==> src/rtl/mem_readback_streamer.sv <==
// Sweeps a contiguous address range of an attached 1-cycle-latency block RAM and
// streams each word out over valid/ready, keeping a running XOR checksum.
module mem_readback_streamer #(
  parameter int WID_MEM    = 36,
  parameter int DEPTH_MEM  = 512,
  parameter int FIFO_DEPTH = 4
) (
  input  logic               clk,
  input  logic               reset,
  input  logic               start,
  input  logic [31:0]        base_addr,
  input  logic [31:0]        word_count,
  output logic [31:0]        raddr,
  input  logic [WID_MEM-1:0] mem_dout,
  output logic               m_valid,
  input  logic               m_ready,
  output logic [WID_MEM-1:0] m_data,
  output logic               m_last,
  output logic               busy,
  output logic               done,
  output logic               err,
  output logic [WID_MEM-1:0] checksum
);

  localparam int PW = (FIFO_DEPTH > 1) ? $clog2(FIFO_DEPTH) : 1;
  localparam int CW = $clog2(FIFO_DEPTH + 1);

  typedef enum logic [1:0] {
    IDLE,
    RUN,
    DRAIN,
    DONE
  } state_t;

  state_t state_q, state_d;

  logic [31:0]        count_q;
  logic [31:0]        issued_q;
  logic               err_q;
  // Two-stage in-flight tracker: stage 1 = address on raddr, stage 2 = data on mem_dout.
  logic               pend1_q, pend1_last_q;
  logic               pend2_q, pend2_last_q;

  logic [WID_MEM-1:0] fifo_data [FIFO_DEPTH];
  logic               fifo_last [FIFO_DEPTH];
  logic [PW-1:0]      wr_ptr, rd_ptr;
  logic [CW-1:0]      fifo_cnt;

  logic               accept, zero_start, bad_start;
  logic               issue, issue_last, room;
  logic               push, pop;
  logic [31:0]        next_addr, reserved;

  function automatic logic [PW-1:0] ptr_inc(input logic [PW-1:0] p);
    return (p == PW'(FIFO_DEPTH - 1)) ? '0 : p + PW'(1);
  endfunction

  // Reads in flight count against FIFO space so a returning word always has a slot.
  always_comb begin
    reserved  = 32'(fifo_cnt) + 32'(pend1_q) + 32'(pend2_q);
    room      = (reserved < 32'(FIFO_DEPTH));
    next_addr = (raddr == 32'(DEPTH_MEM - 1)) ? 32'd0 : raddr + 32'd1;
    push      = pend2_q;
    m_valid   = (fifo_cnt != '0);
    m_data    = m_valid ? fifo_data[rd_ptr] : '0;
    m_last    = m_valid & fifo_last[rd_ptr];
    pop       = m_valid & m_ready;
    busy      = (state_q == RUN) || (state_q == DRAIN);
    done      = (state_q == DONE);
    err       = done & err_q;
  end

  // NOTE: every signal driven here gets a default first, so no path infers a latch.
  always_comb begin
    state_d    = state_q;
    accept     = 1'b0;
    zero_start = 1'b0;
    bad_start  = 1'b0;
    issue      = 1'b0;
    issue_last = 1'b0;
    unique case (state_q)
      IDLE: begin
        if (start) begin
          if (base_addr >= 32'(DEPTH_MEM)) begin
            bad_start = 1'b1;
            state_d   = DONE;
          end else if (word_count == 32'd0) begin
            zero_start = 1'b1;
            state_d    = DONE;
          end else begin
            accept     = 1'b1;
            issue      = 1'b1;
            issue_last = (word_count == 32'd1);
            state_d    = RUN;
          end
        end
      end
      RUN: begin
        if (issued_q == count_q) begin
          state_d = DRAIN;
        end else if (room) begin
          issue      = 1'b1;
          issue_last = (issued_q + 32'd1 == count_q);
        end
      end
      DRAIN: begin
        if (pop && m_last) state_d = DONE;
      end
      DONE: state_d = IDLE;
      default: state_d = IDLE;
    endcase
  end

  // NOTE: sequential state uses non-blocking assignments so every register samples pre-edge values.
  always_ff @(posedge clk) begin
    if (reset) state_q <= IDLE;
    else       state_q <= state_d;
  end

  always_ff @(posedge clk) begin
    if (reset) begin
      raddr        <= '0;
      count_q      <= '0;
      issued_q     <= '0;
      err_q        <= 1'b0;
      pend1_q      <= 1'b0;
      pend1_last_q <= 1'b0;
      pend2_q      <= 1'b0;
      pend2_last_q <= 1'b0;
      wr_ptr       <= '0;
      rd_ptr       <= '0;
      fifo_cnt     <= '0;
      checksum     <= '0;
    end else begin
      if (accept) begin
        raddr    <= base_addr;
        count_q  <= word_count;
        issued_q <= 32'd1;
      end else if (issue) begin
        raddr    <= next_addr;
        issued_q <= issued_q + 32'd1;
      end

      if (accept || zero_start || bad_start) err_q <= bad_start;

      pend1_q      <= issue;
      pend1_last_q <= issue_last;
      pend2_q      <= pend1_q;
      pend2_last_q <= pend1_last_q;

      if (push) wr_ptr <= ptr_inc(wr_ptr);
      if (pop)  rd_ptr <= ptr_inc(rd_ptr);
      unique case ({push, pop})
        2'b10:   fifo_cnt <= fifo_cnt + CW'(1);
        2'b01:   fifo_cnt <= fifo_cnt - CW'(1);
        default: fifo_cnt <= fifo_cnt;
      endcase

      if (accept || zero_start) checksum <= '0;
      else if (pop)             checksum <= checksum ^ m_data;
    end
  end

  // NOTE: FIFO storage is deliberately not reset; occupancy gates every read of it.
  always_ff @(posedge clk) begin
    if (push) begin
      fifo_data[wr_ptr] <= mem_dout;
      fifo_last[wr_ptr] <= pend2_last_q;
    end
  end

endmodule
==> config.mk <==
export PLATFORM = sky130hd
export DESIGN_NAME = mem_readback_streamer
export DESIGN_NICKNAME = d
export VERILOG_FILES = /design/src/rtl/mem_readback_streamer.sv
export SDC_FILE = /design/constraint.sdc
export NUM_CORES = 1
export LEC_CHECK = 0
export CAP_MARGIN = 25
export CORE_MARGIN = 2
export CORE_UTILIZATION = 55
export CTS_BUF_LIST = sky130_fd_sc_hd__clkbuf_8
export DETAILED_ROUTE_END_ITERATION = 12
export MAX_ROUTING_LAYER = met4
export PLACE_DENSITY = 0.78
export SYNTH_ARGS = -nofsm -noshare
export SYNTH_HDL_FRONTEND = slang
export SYNTH_SLANG_ARGS = --single-unit
==> constraint.sdc <==
create_clock -name clk -period 3.5 [get_ports clk]
set_input_delay 0.875 -clock clk [delete_from_list [all_inputs] [get_ports clk]]
set_output_delay 0.875 -clock clk [all_outputs]
set_load 0.01 [all_outputs]
==> impl_metrics.py, run 1 <==
metrics = {
    "sta": {
        "rsz0062_at_grt": "no",
        "hold_viol": 0,
        "hold_slack_ns": 0.468,
        "finalMaxSlewViolations": 0,
        "clock.fmax_mhz": 296,
        "skew_ns": 0.0278,
        "fin_tns_setup_ns": 0,
        "relSlewSlack": 0.312,
        "post-route-period-util": 0.965,
        "period_minus_slack_ns": 3.38,
        "setup_viol": 0,
        "worst_pin_slew_ns": 1.03,
    },
    "synth": {
        "ys.flop_type": "edfxtp_1",
        "synthesis.instances": 1205,
        "synth_area_per_cell_um2": 11.0,
        "synthArstFlopShare": 0,
        "synth.distinct_cells": 59,
        "syn_nets": 1324,
        "synth_top_family_by_area": "simple AND/OR/NAND/NOR gates",
        "synth_edf_count": 148,
        "synth-xor-area-share": 0.0844,
        "yosysTopAreaCellShare": 0.334,
        "muxShareOfSynthArea": 0.0712,
        "synth-adder-area-share": 0.0147,
        "synth_simple_gate_area_frac": 0.178,
        "seq_area_frac_synth": 0.557,
        "synthTopCellsByCount": "dfxtp_1, edfxtp_1, nand2_1",
        "synth_area_leaders": "edfxtp_1, dfxtp_1, mux4_2",
        "synth_area_um2": 13300,
        "ys_ff_latch": 296,
        "synth_compound_area_frac": 0.0692,
        "yosys_warnings": 0,
        "synth_area_leader_cell": "edfxtp_1",
    },
    "worst_setup_path": {
        "required_ns": 2.62,
        "cp-start-kind": "flip-flop",
        "r2r_cells": 8,
        "critPathMaxStageDelay_ns": 0.50,
        "cp-end-kind": "output port",
        "critPathKind": "reg2out",
        "crit_chain": "clkbuf_16 -> mux4_2 -> and2_1 -> clkdlybuf4s50_1",
        "critPathSlowestCell": "clkdlybuf4s50_1",
        "cp_max_fo": 11,
        "r2r_end": "pend1_last_q$_SDFF_PP0_",
        "r2r-start": "issued_q[6]$_SDFFE_PP0P_",
        "rrSetupSlack_ns": 0.38,
        "arrival_ns": 2.50,
    },
    "pwr": {
        "p_per_area_nw_per_um2": 411,
        "p_leak_uw": 0.00598,
        "total_power_uw": 7040,
        "ir_drop_v": 0.000423,
    },
    "cts": {
        "cts_inserted_buffers": 49,
        "post_cts_buffers": 0,
        "cts_buffer_depth": 3,
        "insertion_delay_ns": 0.58,
        "clock_sinks": 296,
        "cts_tree": "yes",
        "h-tree-depth": 2,
        "hold_buffers": 0,
        "clkTransAtPathRegs_ns": 0.06,
        "clockRootBuffer": "clkbuf_8",
    },
    "global_route": {
        "gr-total-overflow": 0,
        "grtUsageTotal": 0.282,
        "grt_max_degree": 56,
        "antenna_found_initial": 0,
        "first_global_vias": 10540,
        "grt_pass1_wl_mm": 55.9,
    },
    "layout": {
        "drive_above_1_share": 0.124,
        "syn2layout_area_growth_pct": 29.0,
        "fin_util": 0.726,
        "nets": 1584,
        "layoutNonFillerInstCount": 1823,
        "n_antenna_cell": 0,
    },
    "detailed_routing": {
        "first_iter_violations": 888,
        "firstDrtPassIters": 5,
        "drc_errors": 0,
        "vias": 10322,
        "viasPerCell": 5.66,
        "ant_nets": 0,
        "drt-wirelength-per-cell_um": 19.3,
        "finalWirelength_mm": 35.2,
    },
    "place": {
        "post-dp-hpwl_mm": 24.3,
        "port_buffers": 212,
        "place_inst": 1729,
        "place_congestion": 0.974,
    },
    "floorplanning": {
        "num_rows": 56,
        "ioPinCount": 213,
        "die-area_um2": 25400,
        "coreArea_um2": 23600,
        "fp.dieH_um": 159,
        "start_util": 0.563,
        "fp.dieW_um": 159,
    },
    "min_path": {
        "hold_depth": 1,
        "min_path_type": "reg2reg",
        "min_from": "pend1_last_q$_SDFF_PP0_",
        "holdPathEnd": "pend2_last_q$_SDFF_PP0_",
    },
    "status": {
        "status": "complete, no violations",
    },
    "flow_run": {
        "max_cap_viol_count": 0,
    },
}
-- state kept, by name (all words and copies together) (netlist names), 2 cells and up, named ones only --
register and cells:
fifo_data 144, checksum 36, count_q 32, issued_q 32, raddr 32, fifo_last 4, fifo_cnt 3, rd_ptr 2
state_q 2, wr_ptr 2
-- final cells by class --
| class | instances | area (um2) |
|---|---|---|
| clock buffers | 59 | 812 |
| multi-input cells | 824 | 5560 |
| clock inverters | 31 | 184 |
| inverters | 22 | 82.6 |
| well taps | 319 | 399 |
| flip-flops and latches | 296 | 7410 |
| repair buffers | 272 | 2690 |
| fillers | 1701 | 6470 |
-- layout by cell type, fill, tap and decap left out, types with 10 or more instances in the layout --
cell type,count
a211oi_1,13
a21oi_1,80
and2_1,40
buf_4,50
clkbuf_8,59
clkdlybuf4s50_1,210
dfxtp_1,146
edfxtp_1,148
ha_1,14
inv_1,40
mux4_2,38
nand2_1,143
nand3_1,20
nand3b_1,10
nand4_1,24
nor2_1,127
nor3_1,22
nor4_1,33
o21ai_0,35
xnor2_1,42
xor2_1,86
-- per-stage QoR --
step | cell area [um2] | setup WS [ns]
6_report | 17100 | 0.121
5_1_grt | 17100 | 0.0136
4_1_cts | 17100 | 0.0124
3_5_place_dp | 16100 | 0.149
3_3_place_gp | 16100 | 0.224
2_1_floorplan | 13300 | 0.554
-- cell families (layout without fill, tap and decap cells) --
logic type | count (synthesis) | after routing
buf+inv | 85 | 384
fa+ha+maj | 15 | 15
flops | 296 | 296
simple gates | 475 | 475
xor+xnor | 128 | 128
compound gates | 159 | 159
mux | 47 | 47
-- power breakdown --
group	internal, uW	total, uW	switching (uW)
Clock	1620	3020	1400
Combinational	190	361	172
Sequential	3650	3660	11.6
-- timing repair --
item,CTS,global route
gates cloned,0,1
endpoints found under the setup margin,28,8
gates resized for setup,1,2
pin swaps,0,0
endpoints found under the hold margin,0,0
-- critical path, delay by kind of cell (launching register included) --
kind                   cells  cell delay (ns)
multiplexers               1             0.49
buffers and inverters      2             0.74
AND/OR/NAND/NOR            1             0.19
flip-flops                 1             0.49
-- worst max path at each step --
stage | cells past startpoint | slack [ns] | end
floorplan | 8 | 0.55 | pend1_last_q$_SDFF_PP0_
global placement | 11 | 0.22 | raddr[20]$_SDFFE_PP0P_
detailed placement | 11 | 0.15 | raddr[2]$_SDFFE_PP0P_
CTS | 4 | 0.01 | m_last
global route | 4 | 0.01 | m_data[35]
finish | 4 | 0.12 | m_data[0]
-- per-layer routing --
metal / part of all wire / track usage / up-vias
li1: - / - / 4855
met1: 0.43 / 0.373 / 4964
met2: 0.47 / 0.437 / 435
met3: 0.072 / 0.0537 / 68
met4: 0.029 / 0.104 / 0
met5: 0 / - / -
Note: power is estimated with default switching activity, not from simulation.
==> run 2, diff against run 1 <==
- TNS_END_PERCENT: unset -> 50
==> results of run 2 <==
Final layout, timing and power as in run 1 (identical DEF).
==> run 3, diff against run 2 <==
- SLEW_MARGIN: unset -> 20
==> results of run 3 <==
Final layout, timing and power as in run 1 (identical DEF).
